==> src/rtl/rs_deinterleaver_pp.sv <==
// rs_deinterleaver_pp
//   Ping-pong block deinterleaver for the RS link datapath (inverse of a
//   D x N row/column block interleaver). Symbols arrive column-major
//   (index c*D + r) and leave in codeword order (index r*N + c).
//   One bank fills while the other drains, so throughput is one symbol/clock.
//
// Ports
//   clk, rst              clock, synchronous active-high reset
//   blk_soft_rst          synchronous active-high block resync (same as rst)
//   in_valid/in_data/in_ready      interleaved input stream
//   out_valid/out_data/out_ready   deinterleaved output stream
//   block_start           high with out_valid on symbol 0 of each block
//   blk_cnt               (only with RS_DEINTLV_BLKCNT_EN) count of output
//                         blocks whose last symbol has transferred
//
// Optional feature macro: RS_DEINTLV_BLKCNT_EN
//
// Read pipeline: bank RAM registered read (stage 1) -> output register.
// A bank is released back to EMPTY as soon as its last address has been
// read out of the RAM; the remaining symbols of that block live in the two
// pipeline registers, so the bank can be refilled immediately. This is what
// keeps in_ready high under continuous traffic.
module rs_deinterleaver_pp #(
  parameter int D = 8,
  parameter int N = 7,
  parameter int W = 8
) (
  input  logic         clk,
  input  logic         rst,
  input  logic         blk_soft_rst,
  input  logic         in_valid,
  input  logic [W-1:0] in_data,
  output logic         in_ready,
  output logic         out_valid,
  output logic [W-1:0] out_data,
  input  logic         out_ready,
`ifdef RS_DEINTLV_BLKCNT_EN
  output logic [31:0]  blk_cnt,
`endif
  output logic         block_start
);

  localparam int DEPTH = D * N;
  localparam int AW    = $clog2(DEPTH);
  localparam int RW    = $clog2(D);
  localparam int CW    = $clog2(N);

  localparam logic [RW-1:0] R_LAST = RW'(D - 1);
  localparam logic [CW-1:0] C_LAST = CW'(N - 1);
  localparam logic [AW-1:0] A_LAST = AW'(DEPTH - 1);
  localparam logic [AW-1:0] A_STEP = AW'(N);

  localparam logic [1:0] EMPTY    = 2'd0;
  localparam logic [1:0] FILLING  = 2'd1;
  localparam logic [1:0] FULL     = 2'd2;
  localparam logic [1:0] DRAINING = 2'd3;

  logic srst;
  assign srst = rst | blk_soft_rst;

  // ---------------- write side ----------------
  logic          wr_bank_reg;
  logic [RW-1:0] wr_row_reg;
  logic [CW-1:0] wr_col_reg;
  logic [AW-1:0] wr_addr_reg;   // always equals wr_row_reg*N + wr_col_reg
  logic          wr_accept;
  logic          wr_last;
  logic [1:0]    wr_state;

  assign in_ready  = (wr_state == EMPTY) || (wr_state == FILLING);
  assign wr_accept = in_valid & in_ready;
  assign wr_last   = (wr_row_reg == R_LAST) && (wr_col_reg == C_LAST);

  always_ff @(posedge clk) begin
    if (srst) begin
      wr_bank_reg <= 1'b0;
      wr_row_reg  <= '0;
      wr_col_reg  <= '0;
      wr_addr_reg <= '0;
    end else if (wr_accept) begin
      if (wr_last) begin
        wr_row_reg  <= '0;
        wr_col_reg  <= '0;
        wr_addr_reg <= '0;
        wr_bank_reg <= ~wr_bank_reg;
      end else if (wr_row_reg == R_LAST) begin
        // column done: restart at row 0 of the next column
        wr_row_reg  <= '0;
        wr_col_reg  <= wr_col_reg + 1'b1;
        wr_addr_reg <= AW'(wr_col_reg) + AW'(1);
      end else begin
        wr_row_reg  <= wr_row_reg + 1'b1;
        wr_addr_reg <= wr_addr_reg + A_STEP;
      end
    end
  end

  // ---------------- read side ----------------
  logic          rd_bank_reg;
  logic [AW-1:0] rd_addr_reg;
  logic          rd_en;
  logic          rd_last;
  logic [1:0]    rd_state;

  logic          s1_valid_reg;
  logic          s1_bank_reg;
  logic          s1_first_reg;
  logic          out_valid_reg;
  logic          out_first_reg;
  logic [W-1:0]  out_data_reg;
  logic          out_load;
  logic          s1_adv;
  logic [W-1:0]  s1_data;

  // Output register may take a new symbol when empty or being consumed;
  // stage 1 may advance when empty or when it is moving into the output.
  assign out_load = ~out_valid_reg | out_ready;
  assign s1_adv   = ~s1_valid_reg | out_load;
  assign rd_en    = ((rd_state == FULL) || (rd_state == DRAINING)) && s1_adv;
  assign rd_last  = (rd_addr_reg == A_LAST);

  always_ff @(posedge clk) begin
    if (srst) begin
      rd_bank_reg <= 1'b0;
      rd_addr_reg <= '0;
    end else if (rd_en) begin
      if (rd_last) begin
        rd_addr_reg <= '0;
        rd_bank_reg <= ~rd_bank_reg;
      end else begin
        rd_addr_reg <= rd_addr_reg + 1'b1;
      end
    end
  end

  // ---------------- banks ----------------
  for (genvar gi = 0; gi < 2; gi++) begin : g_bank
    logic [W-1:0] mem [DEPTH];
    logic [W-1:0] rd_q;
    logic [1:0]   state_reg;

    // RAM: no reset on contents or read register.
    always_ff @(posedge clk) begin
      if (wr_accept && (wr_bank_reg == 1'(gi)))
        mem[wr_addr_reg] <= in_data;
      if (rd_en && (rd_bank_reg == 1'(gi)))
        rd_q <= mem[rd_addr_reg];
    end

    // A bank is never written and read in the same cycle (the two sides
    // require disjoint states), so the priority order below is only a
    // formality; updates to the two banks are independent.
    always_ff @(posedge clk) begin
      if (srst)
        state_reg <= EMPTY;
      else if (rd_en && (rd_bank_reg == 1'(gi)))
        state_reg <= rd_last ? EMPTY : DRAINING;
      else if (wr_accept && (wr_bank_reg == 1'(gi)))
        state_reg <= wr_last ? FULL : FILLING;
    end
  end

  assign wr_state = wr_bank_reg ? g_bank[1].state_reg : g_bank[0].state_reg;
  assign rd_state = rd_bank_reg ? g_bank[1].state_reg : g_bank[0].state_reg;
  assign s1_data  = s1_bank_reg ? g_bank[1].rd_q : g_bank[0].rd_q;

  // Stage 1 tracks what the bank read registers currently present.
  always_ff @(posedge clk) begin
    if (srst) begin
      s1_valid_reg <= 1'b0;
      s1_bank_reg  <= 1'b0;
      s1_first_reg <= 1'b0;
    end else if (s1_adv) begin
      s1_valid_reg <= rd_en;
      s1_bank_reg  <= rd_bank_reg;
      s1_first_reg <= (rd_addr_reg == '0);
    end
  end

  always_ff @(posedge clk) begin
    if (srst) begin
      out_valid_reg <= 1'b0;
      out_first_reg <= 1'b0;
      out_data_reg  <= '0;
    end else if (out_load) begin
      out_valid_reg <= s1_valid_reg;
      out_first_reg <= s1_valid_reg & s1_first_reg;
      if (s1_valid_reg)
        out_data_reg <= s1_data;
    end
  end

  assign out_valid   = out_valid_reg;
  assign out_data    = out_data_reg;
  assign block_start = out_first_reg;

`ifdef RS_DEINTLV_BLKCNT_EN
  logic        s1_last_reg;
  logic        out_last_reg;
  logic [31:0] blk_cnt_reg;

  always_ff @(posedge clk) begin
    if (srst) begin
      s1_last_reg  <= 1'b0;
      out_last_reg <= 1'b0;
      blk_cnt_reg  <= '0;
    end else begin
      if (s1_adv)
        s1_last_reg <= rd_last;
      if (out_load)
        out_last_reg <= s1_valid_reg & s1_last_reg;
      if (out_valid_reg && out_ready && out_last_reg)
        blk_cnt_reg <= blk_cnt_reg + 32'd1;
    end
  end

  assign blk_cnt = blk_cnt_reg;
`endif

endmodule

==> config.mk <==
export PLATFORM = sky130hd
export DESIGN_NAME = rs_deinterleaver_pp
export DESIGN_NICKNAME = d
export VERILOG_FILES = /design/src/rtl/rs_deinterleaver_pp.sv
export SDC_FILE = /design/constraint.sdc
export NUM_CORES = 1
export LEC_CHECK = 0
export ABC_CLOCK_PERIOD_IN_PS = 2750
export CORE_ASPECT_RATIO = 0.75
export CORE_MARGIN = 2
export CORE_UTILIZATION = 55
export DETAILED_ROUTE_END_ITERATION = 7
export DONT_BUFFER_PORTS = 1
export PLACE_DENSITY = 0.81
export SLEW_MARGIN = 30
export SYNTH_ARGS = -nofsm -noshare
export SYNTH_HDL_FRONTEND = slang
export SYNTH_SLANG_ARGS = --single-unit
export TNS_END_PERCENT = 5
==> constraint.sdc <==
create_clock -name clk -period 2.75 [get_ports clk]
set_input_delay 0.55 -clock clk [delete_from_list [all_inputs] [get_ports clk]]
set_output_delay 0.55 -clock clk [all_outputs]
set_load 0.1 [all_outputs]
# Yosys cells after proc, flatten, opt, wreduce, memory -nomap -nowiden
# Memory sizes are Yosys's and may differ from the RTL's. A register that Yosys moved wholly into a read port is not among the register bits.
# Index checks and enable logic that the tools add are counted.
# totals
register_bits	37
in_bits	13
ramBits	896
memories	2
# memory_table
name	depth	word_bits	rd	rd_clocked_by_memory_dff	wr	line_no	source
g_bank[0].mem	56	8	1	1	1	138	logic [W-1:0] mem [DEPTH];
g_bank[1].mem	56	8	1	1	1	138	
# classes
n_bitwise	9
n_reduce_logical	17
addsub	5
n_mux	20
eq_ne	6
# op_table
op	count
$mux 6	3
$mux 2	8
$mux 3	4
$mux 8	1
$reduce_and 2->1	4
$add 3x1->3 const B	2
$add 6x1->6 const B	1
$add 6x3->6 const B	1
$eq 3x3->1 const B	2
$eq 6x6->1 const B	1
$logic_and 1x1->1	6
$logic_not 6->1	1
$reduce_bool 2->1	3
$add 3x1->4 const B	1
$eq 2x2->1 const B	2
$mux 1	4
$not 1->1	4
$or 1x1->1	3
$and 1x1->1	2
$eq 2x1->1 const B	1
$logic_not 2->1	1
$logic_or 1x1->1	2

# Logic depth before layout (Yosys ltp)
# Gate-level depths: netlist of the first run.
# depth
ltp_word	7
depth_mapped	8

# Worst setup path before layout of the first run
# No wires, ideal clock.
# synth_path
path_kind	register to register
startpoint	register wr_bank_reg
endpoint	register wr_col_reg[1]
synth_period_minus_slack_ns	2.549
path_slack_ns	0.201
arrival_ns	2.479
required_time_ns	2.679
path_stages_with_launch	5
n_path_buf	0
path_cell_list	dfxtp_1 mux2i_2 nand3_1 or3_1 a21oi_1
# synth_between
elab_chain_cells	5
word_cells_on_any_way	6
classes_between	1 x eq/ne; 1 x mux; 1 x bitwise; 3 x reduce/logical
# synth_lines
item	line_no	source
start: declaration	62	logic wr_bank_reg;
start signal: assignment	85	wr_bank_reg <= ~wr_bank_reg;
$mux 2 *	163	assign wr_state = wr_bank_reg ? g_bank[1].state_reg : g_bank[0].state_reg;
$eq 2x1->1 / $logic_not 2->1 (equally long branches)	70	assign in_ready = (wr_state == EMPTY) || (wr_state == FILLING);
$logic_or 1x1->1 *	70	
net in_ready	33	output logic in_ready,
$and 1x1->1 *	71	assign wr_accept = in_valid & in_ready;
$reduce_and 2->1 (no source line) *	-	
end signal: assignment	89	wr_col_reg <= wr_col_reg + 1'b1;
end: declaration	64	logic [CW-1:0] wr_col_reg;
# Mark *: on every way through the listed nets, which the timed path passes. The rest lies on a longest branch.
# A chain may end at the register's enable or synchronous reset.

# Worst setup path in the final report of the first run
# layout_path
startpoint	register wr_bank_reg
endpoint	output port in_ready
# layout_between
elab_chain_cells	3
word_cells_on_any_way	4
classes_between	1 x eq/ne; 1 x mux; 2 x reduce/logical
# layout_lines
item	line_no
$mux 2 *	163
$eq 2x1->1 / $logic_not 2->1 (equally long branches)	70
$logic_or 1x1->1 *	70
end: declaration	33
# Mark *: on every way between the ends. The rest lies on a longest branch, timed or not.

==> implementation parameters, run 1 <==
Parameter                              Value

Outcome
  Status ... complete, but fails checks
  Violations in the final reports ... design-rule violations

STA
  Final number of hold-violating endpoints ... 0
  Setup repair after global routing missed its margin ... false
  Least-Margin Pin Slew ... 0.8766 ns
  Worst hold slack across all endpoints ... 0.02622 ns
  Final min period ... roughly 2.6 ns
  Crit path setup slack, layout ... between 0.15 and 0.2 ns
  Worst clock skew on the final layout ... ~0.035 ns
  Max frequency ... a little under 400 MHz
  Slew Limit Fails ... 0
  Setup-violating endpoint count in the final report ... 0
  Remaining max-slew budget at the tightest pin ... between 40 and 50%
  Setup TNS Final ... 0 ns
  Final cycle utilization of the critical path ... between 90% and 100%

Global route
  GRT Overall Usage ... around 25%
  Vias in the first global route ... 18960
  Total congestion overflow ... 0
  Number of antenna violations at the first check in global routing ... 3
  Pin count of the biggest net entering global routing ... between 100 and 150
  Wire length of the first global-routing pass ... roughly 130 mm

Drt
  Pre-Repair DR Iteration Count ... 8
  Total vias in the final route ... 19140
  Routed wire length ... around 86 mm
  Antenna-violating nets left ... 0
  Avg Vias per Cell ... approximately 6.6
  First-iteration detailed-routing DRC count ... roughly 2800
  Routed length per placed instance ... slightly below 30 um
  DRC viols ... 2

Synthesis
  Synth warn ... 0
  Synth cell types ... 57
  Post-synthesis instance area ... between 30000 and 40000 um^2
  Synthesized instance count ... between 1500 and 2000
  Register area share after synthesis ... 76.19%
  Synthesis-stage register bit count ... between 900 and 1000
  Most frequently used flop master after synthesis ... edfxtp_1
  Post-Syn Nets ... ~1800
  Ys async rst share ... 0%
  EDFF count, synth ... approximately 910
  Syn avg cell area ... between 20 and 25 um^2

CTS
  Number of buffers created by CTS ... 83
  Total of hold buffers inserted after clock tree synthesis ... 14
  CTS sink cnt ... between 900 and 1000
  Clk slew on worst S/H paths ... about 0.070 ns
  Cts repair resizes ... 0
  Skew-Pair Late Insertion Delay ... around 0.65 ns
  Post-CTS setup-driven buffer insertion count ... 0
  Deepest level of the CTS H-tree ... 3
  Clock tree from TritonCTS ... yes
  Number of buffers between clock root and the deepest sink ... 3
  Root buffer cell ... clkbuf_16

Critical path
  Arrival time of data at the critical path endpoint ... approximately 2.0 ns
  Start point of the critical path ... wr_bank_reg$_SDFFE_PP0P_
  Data required, critical path ... ~2.2 ns
  Sort of element at the start of the critical path ... flip-flop
  CP endpoint kind ... output pin
  Slack of the worst reg-to-reg path ... ~0.2 ns
  Critical-path maximum fanout ... 8
  Reg2Reg Launch Point ... rd_addr_reg[3]$_SDFFE_PP0P_
  Critical path class ... reg -> out

Placement
  Weighted congestion at the end of routability-driven global placement ... 0.8936
  Count of buffers from port buffering ... 0
  Pre-CTS setup slack ... ~0.19 ns
  Post-detailed-placement half-perimeter wirelength ... approximately 51 mm

Floorplan
  Die ar. ... 69140 um^2
  Initial core utilization ... between 50% and 60%
  Total number of placement rows ... between 80 and 90
  Die Height ... about 230 um
  IO Pins ... 24
  Die X ... 302.9 um
  Standard cell core area ... roughly 67000 um^2

Power
  Worst ir drop on vdd ... 0.6105 mV
  Lkg Pwr ... approximately 13 nW
  Power density cells ... between 600 and 700 nW/um^2

Final layout
  Flip-flop count of the largest register after layout ... around 900
  Number of nets in the finished design ... ~2000
  Synth-to-layout area growth ... 12.52%
  Share of cells above drive strength 1 ... a little under a quarter
  Count of inserted antenna diode cells ... 0
  Top library cells by usage in the layout, fill and taps aside ... 912 x edfxtp_1, 192 x mux4_2, 154 x buf_4, 143 x nor2_1, 91 x mux2i_1
  Most common cell after layout, fill and taps aside ... edfxtp_1

Min path
  Hold WC Path Type ... in -> reg
  Hold wc startpoint ... in_data[2]

Flow run
  Total of max-cap violations ... 0
worst max-delay path, stage by stage (launching register included):
cell and delay [ns]:
dfxtp_1 0.49, mux2i_4 0.52, buf_4 0.38
per-layer routing:
layer	global-route usage (%)	wire length [um]
met1	37.80	33110
met2	36.82	38970
met3	6.667	11350
met4	7.050	2474
met5	0	24
final cells by class:
class	count	area [um^2]
flip-flops and latches	947	28100
fillers	4331	25110
multi-input cells	752	8065
clock buffers	104	2208
repair buffers	182	1551
well taps	882	1104
clock inverters	48	430.4
inverters	6	22.52
kinds of logic after synthesis:
family	synth area share (%)
compound gates	3.964
xor+xnor	0.2376
fa+ha+maj	0.2715
buf+inv	1.962
flops	76.19
mux	14.27
simple gates	3.106
worst paths after layout:
check             depth (start not counted)                             end
hold reg to reg                           2       s1_first_reg$_SDFFE_PP0N_
setup / recovery                          2                        in_ready
hold / removal                            0  g_bank[0].mem[54][2]$_DFFE_PP_
setup reg to reg                          4     g_bank[0].rd_q[0]$_DFFE_PP_
cell usage after synthesis (all sizes together) (2+ instances only):
cell type | count | share of area (%)
o22ai | 64 | 1.1
nand3b | 4 | 0.092
mux2i | 92 | 2.5
a22o | 16 | 0.38
and2 | 2 | 0.034
nand4 | 9 | 0.15
a21oi | 11 | 0.15
nor3b | 2 | 0.041
ha | 8 | 0.27
nor2b | 10 | 0.17
o2111ai | 16 | 0.38
or3 | 5 | 0.085
edfxtp | 912 | 74
nand2b | 6 | 0.10
buf | 71 | 1.5
a311oi | 2 | 0.048
nand3 | 13 | 0.18
a211oi | 25 | 0.51
a211o | 16 | 0.38
nor2 | 143 | 1.5
inv | 6 | 0.061
o22a | 16 | 0.38
dfxtp | 35 | 1.9
o21ai | 4 | 0.054
o211a | 16 | 0.43
xor2 | 4 | 0.095
and3 | 3 | 0.051
and3b | 3 | 0.071
nor3 | 6 | 0.081
a31oi | 2 | 0.034
nand2 | 42 | 0.43
clkbuf | 41 | 0.42
mux4 | 192 | 12
xnor2 | 6 | 0.14
power by group:
group / switching, W / internal (W)
clock network: 0.00508 / 0.00637
logic: 0.000156 / 0.0000746
registers: 0.0000128 / 0.0158
through the flow:
step	power (W)	utilization (%)	area, um^2	cells
global route	0.02818	62.29	41480	2921
floorplan	0.01623	-	36860	1817
finish	0.02750	62.29	41480	2921
detailed placement	0.01628	58.01	38630	2750
global placement	0.01627	58.01	38630	2750
CTS	0.02761	62.23	41430	2916
(Power assumes the default switching activity.)
==> inputs of run 2 (changes only) <==
CTS_BUF_LIST = sky130_fd_sc_hd__clkbuf_8   (was unset)
==> run 2 against run 1 <==
  * The flow still finishes with violations (design-rule violations)
  * Worst hold slack better by 0.050 ns
  * Clock power down 11%
  * Via count increased by 0.30%
  * Fmax fell by 4.0%
  * Sequential share of layout area rose by 0.26 points
  * Cell count increased by 2.7%
  * Worst setup slack worse by 0.11 ns
  * Global-route usage fell by 0.54 points
  * First-iteration DRC count down 9.4%
  * Cell area is 0.38% lower
==> implementation parameters, run 2 (same netlist as run 1, synthesis figures left out) <==
Parameter                              Value

Floorplan
  Initial core utilization ... 55.36% (unchanged)
  Die X ... 302.9 um (unchanged)
  IO Pins ... 24 (unchanged)
  Die ar. ... 69140 um^2 (unchanged)
  Total number of placement rows ... 82 (unchanged)
  Standard cell core area ... 66590 um^2 (unchanged)
  Die Height ... 228.2 um (unchanged)

Power
  Worst ir drop on vdd ... 0.5045 mV (-17%)
  Lkg Pwr ... 12.91 nW (+0.89%)
  Total power consumption of the routed design ... 0.02644 W (-3.9%)
  Power density cells ... 639.8 nW/um^2 (-3.5%)

Global route
  Vias in the first global route ... 19360 (+2.1%)
  Total congestion overflow ... 0 (unchanged)
  Wire length of the first global-routing pass ... 123.8 mm (-1.7%)
  Met3 global-route usage ... 7.476% (+0.81 points)
  GRT Overall Usage ... 24.61% (-0.54 points)
  Pin count of the biggest net entering global routing ... 113 (unchanged)
  Global-route layer with the greatest usage ... met1
  Number of antenna violations at the first check in global routing ... 0 (-3)
  Met2 usage ... 35.56% (-1.3 points)
  Met1 Usage GRT ... 36.76% (-1.0 points)

CTS
  Number of buffers created by CTS ... 136 (+64%)
  Root buffer cell ... clkbuf_8
  Number of buffers between clock root and the deepest sink ... 3 (unchanged)
  CTS sink cnt ... 947 (unchanged)
  Deepest level of the CTS H-tree ... 4 (+1)
  Clock tree from TritonCTS ... yes
  Clk slew on worst S/H paths ... 0.06 ns (about the same)
  Cts repair resizes ... 0 (unchanged)
  Skew-Pair Late Insertion Delay ... 0.76 ns (+0.11 ns)

STA
  Slew Limit Fails ... 0 (unchanged)
  Worst clock skew on the final layout ... 0.03421 ns (-0.0009383 ns)
  Remaining max-slew budget at the tightest pin ... 42.04% (+0.48 points)
  Final cycle utilization of the critical path ... 97.47% (+3.9 points)
  Final number of hold-violating endpoints ... 0 (unchanged)
  Setup-violating endpoint count in the final report ... 0 (unchanged)
  Worst hold slack across all endpoints ... 0.07616 ns (+0.04994 ns)
  Final min period ... 2.680 ns (+0.1066 ns)
  Max frequency ... 373.1 MHz (-4.0%)
  Setup TNS Final ... 0 ns (unchanged)
  Least-Margin Pin Slew ... 0.8694 ns (-0.007179 ns)
  Setup repair after global routing missed its margin ... false

Critical path
  Sort of element at the start of the critical path ... flip-flop
  CP peak stage delay ... 0.51 ns (about the same)
  Data required, critical path ... 2.20 ns (about the same)
  Critical path class ... reg -> out
  Critical-path maximum fanout ... 8 (unchanged)
  CP endpoint kind ... output pin
  Crit path cell chain ... mux2i_4 -> buf_4
  Crit path buffers/inverters ... 1 (unchanged)
  Arrival time of data at the critical path endpoint ... 2.13 ns (+0.11 ns)
  Cell class contributing the biggest share of worst-path delay ... multiplexers
  Slowest CP cell ... mux2i_4

Drt
  First-iteration detailed-routing DRC count ... 2529 (-9.4%)
  Total vias in the final route ... 19200 (+0.30%)
  Routed length per placed instance ... 27.85 um (-5.4%)
  Antenna-violating nets left ... 0 (unchanged)
  Pre-Repair DR Iteration Count ... 8 (unchanged)
  Avg Vias per Cell ... 6.400 (-2.3%)
  DRC viols ... 4 (+2)
  Routed wire length ... 83.54 mm (-2.8%)

Final layout
  Number of nets in the finished design ... 2037 (+2.2%)
  Most common cell after layout, fill and taps aside ... edfxtp_1
  Top library cells by usage in the layout, fill and taps aside ... 912 x edfxtp_1, 192 x mux4_2, 154 x buf_4, 144 x clkbuf_8, 143 x nor2_1
  Final std cell area, no fill ... 41320 um^2 (-0.38%)
  Post-route insts no fill ... 3000 (+2.7%)
  Flip-flop count of the largest register after layout ... 896 (unchanged)
  Share of cells above drive strength 1 ... 25.65% (+1.9 points)
  Synth-to-layout area growth ... 12.09%

Placement
  Area after detailed placement ... 38630 um^2 (unchanged)
  Weighted congestion at the end of routability-driven global placement ... 0.8936 (unchanged)
  Count of buffers from port buffering ... 0 (unchanged)
  Post-detailed-placement half-perimeter wirelength ... 50.80 mm (unchanged)
  Total instance count after detailed placement ... 2750 (unchanged)

Outcome
  Violations in the final reports ... design-rule violations
  Status ... complete, but fails checks

Flow run
  Total of max-cap violations ... 0 (unchanged)

Min path
  Hold WC Path Type ... in -> reg
-- run 2: what timing repair did --
action | CTS | global route
endpoints found under the hold margin | 899 | 0
hold buffers | 10 | 0
setup buffers | 0 | 0
endpoints found under the setup margin | 0 | 0
-- run 2: layer usage --
layer | wire [um] | up-vias
met1 | 33090 | 9888
met3 | 10730 | 141
met2 | 37840 | 1251
met4 | 1868 | 0
li1 | - | 7921
met5 | 0 | -
-- run 2: final timing paths --
path                                    endpoint  depth (start not counted)  slack, ns                        start
max reg2reg          g_bank[0].rd_q[2]$_DFFE_PP_                          4       0.22  rd_addr_reg[3]$_SDFFE_PP0P_
min          g_bank[1].state_reg[1]$_SDFFE_PP0P_                          2       0.08                     in_valid
min reg2reg            s1_first_reg$_SDFFE_PP0N_                          2       0.46    s1_first_reg$_SDFFE_PP0N_
max                                     in_ready                          2       0.07     wr_bank_reg$_SDFFE_PP0P_
-- run 2: cell type report --
type                       instances  area [um^2]
sequential                       947        28100
fill                            4388        25270
multi-input combinational        752         8065
clock buffer                     144         1982
timing repair buffer             173         1577
tap                              882         1104
clock inverter                    95        470.5
inverter                           6        22.52
antenna                            1        2.502
-- run 2: worst reg2reg max path: stages, from the launching register on --
cell	delay, ns
dfxtp_4	0.67
or4b_1	0.79
o22ai_1	0.30
a211oi_1	0.45
o211a_1	0.22
-- run 2: per-stage QoR --
| step | setup WS (ns) | util (%) |
|---|---|---|
| 2_1_floorplan | 0.2006 | - |
| 3_3_place_gp | 0.2750 | 58.01 |
| 3_5_place_dp | 0.1930 | 58.01 |
| 4_1_cts | 0.07153 | 62.05 |
| 5_1_grt | 0.03240 | 62.05 |
| 6_report | 0.06968 | 62.06 |
-- run 2: power by group --
part,switching (W),internal [W],leakage (nW)
clock,0.00517,0.00504,1.39
combinational,0.000318,0.0000857,3.04
sequential,0.0000125,0.0158,8.48
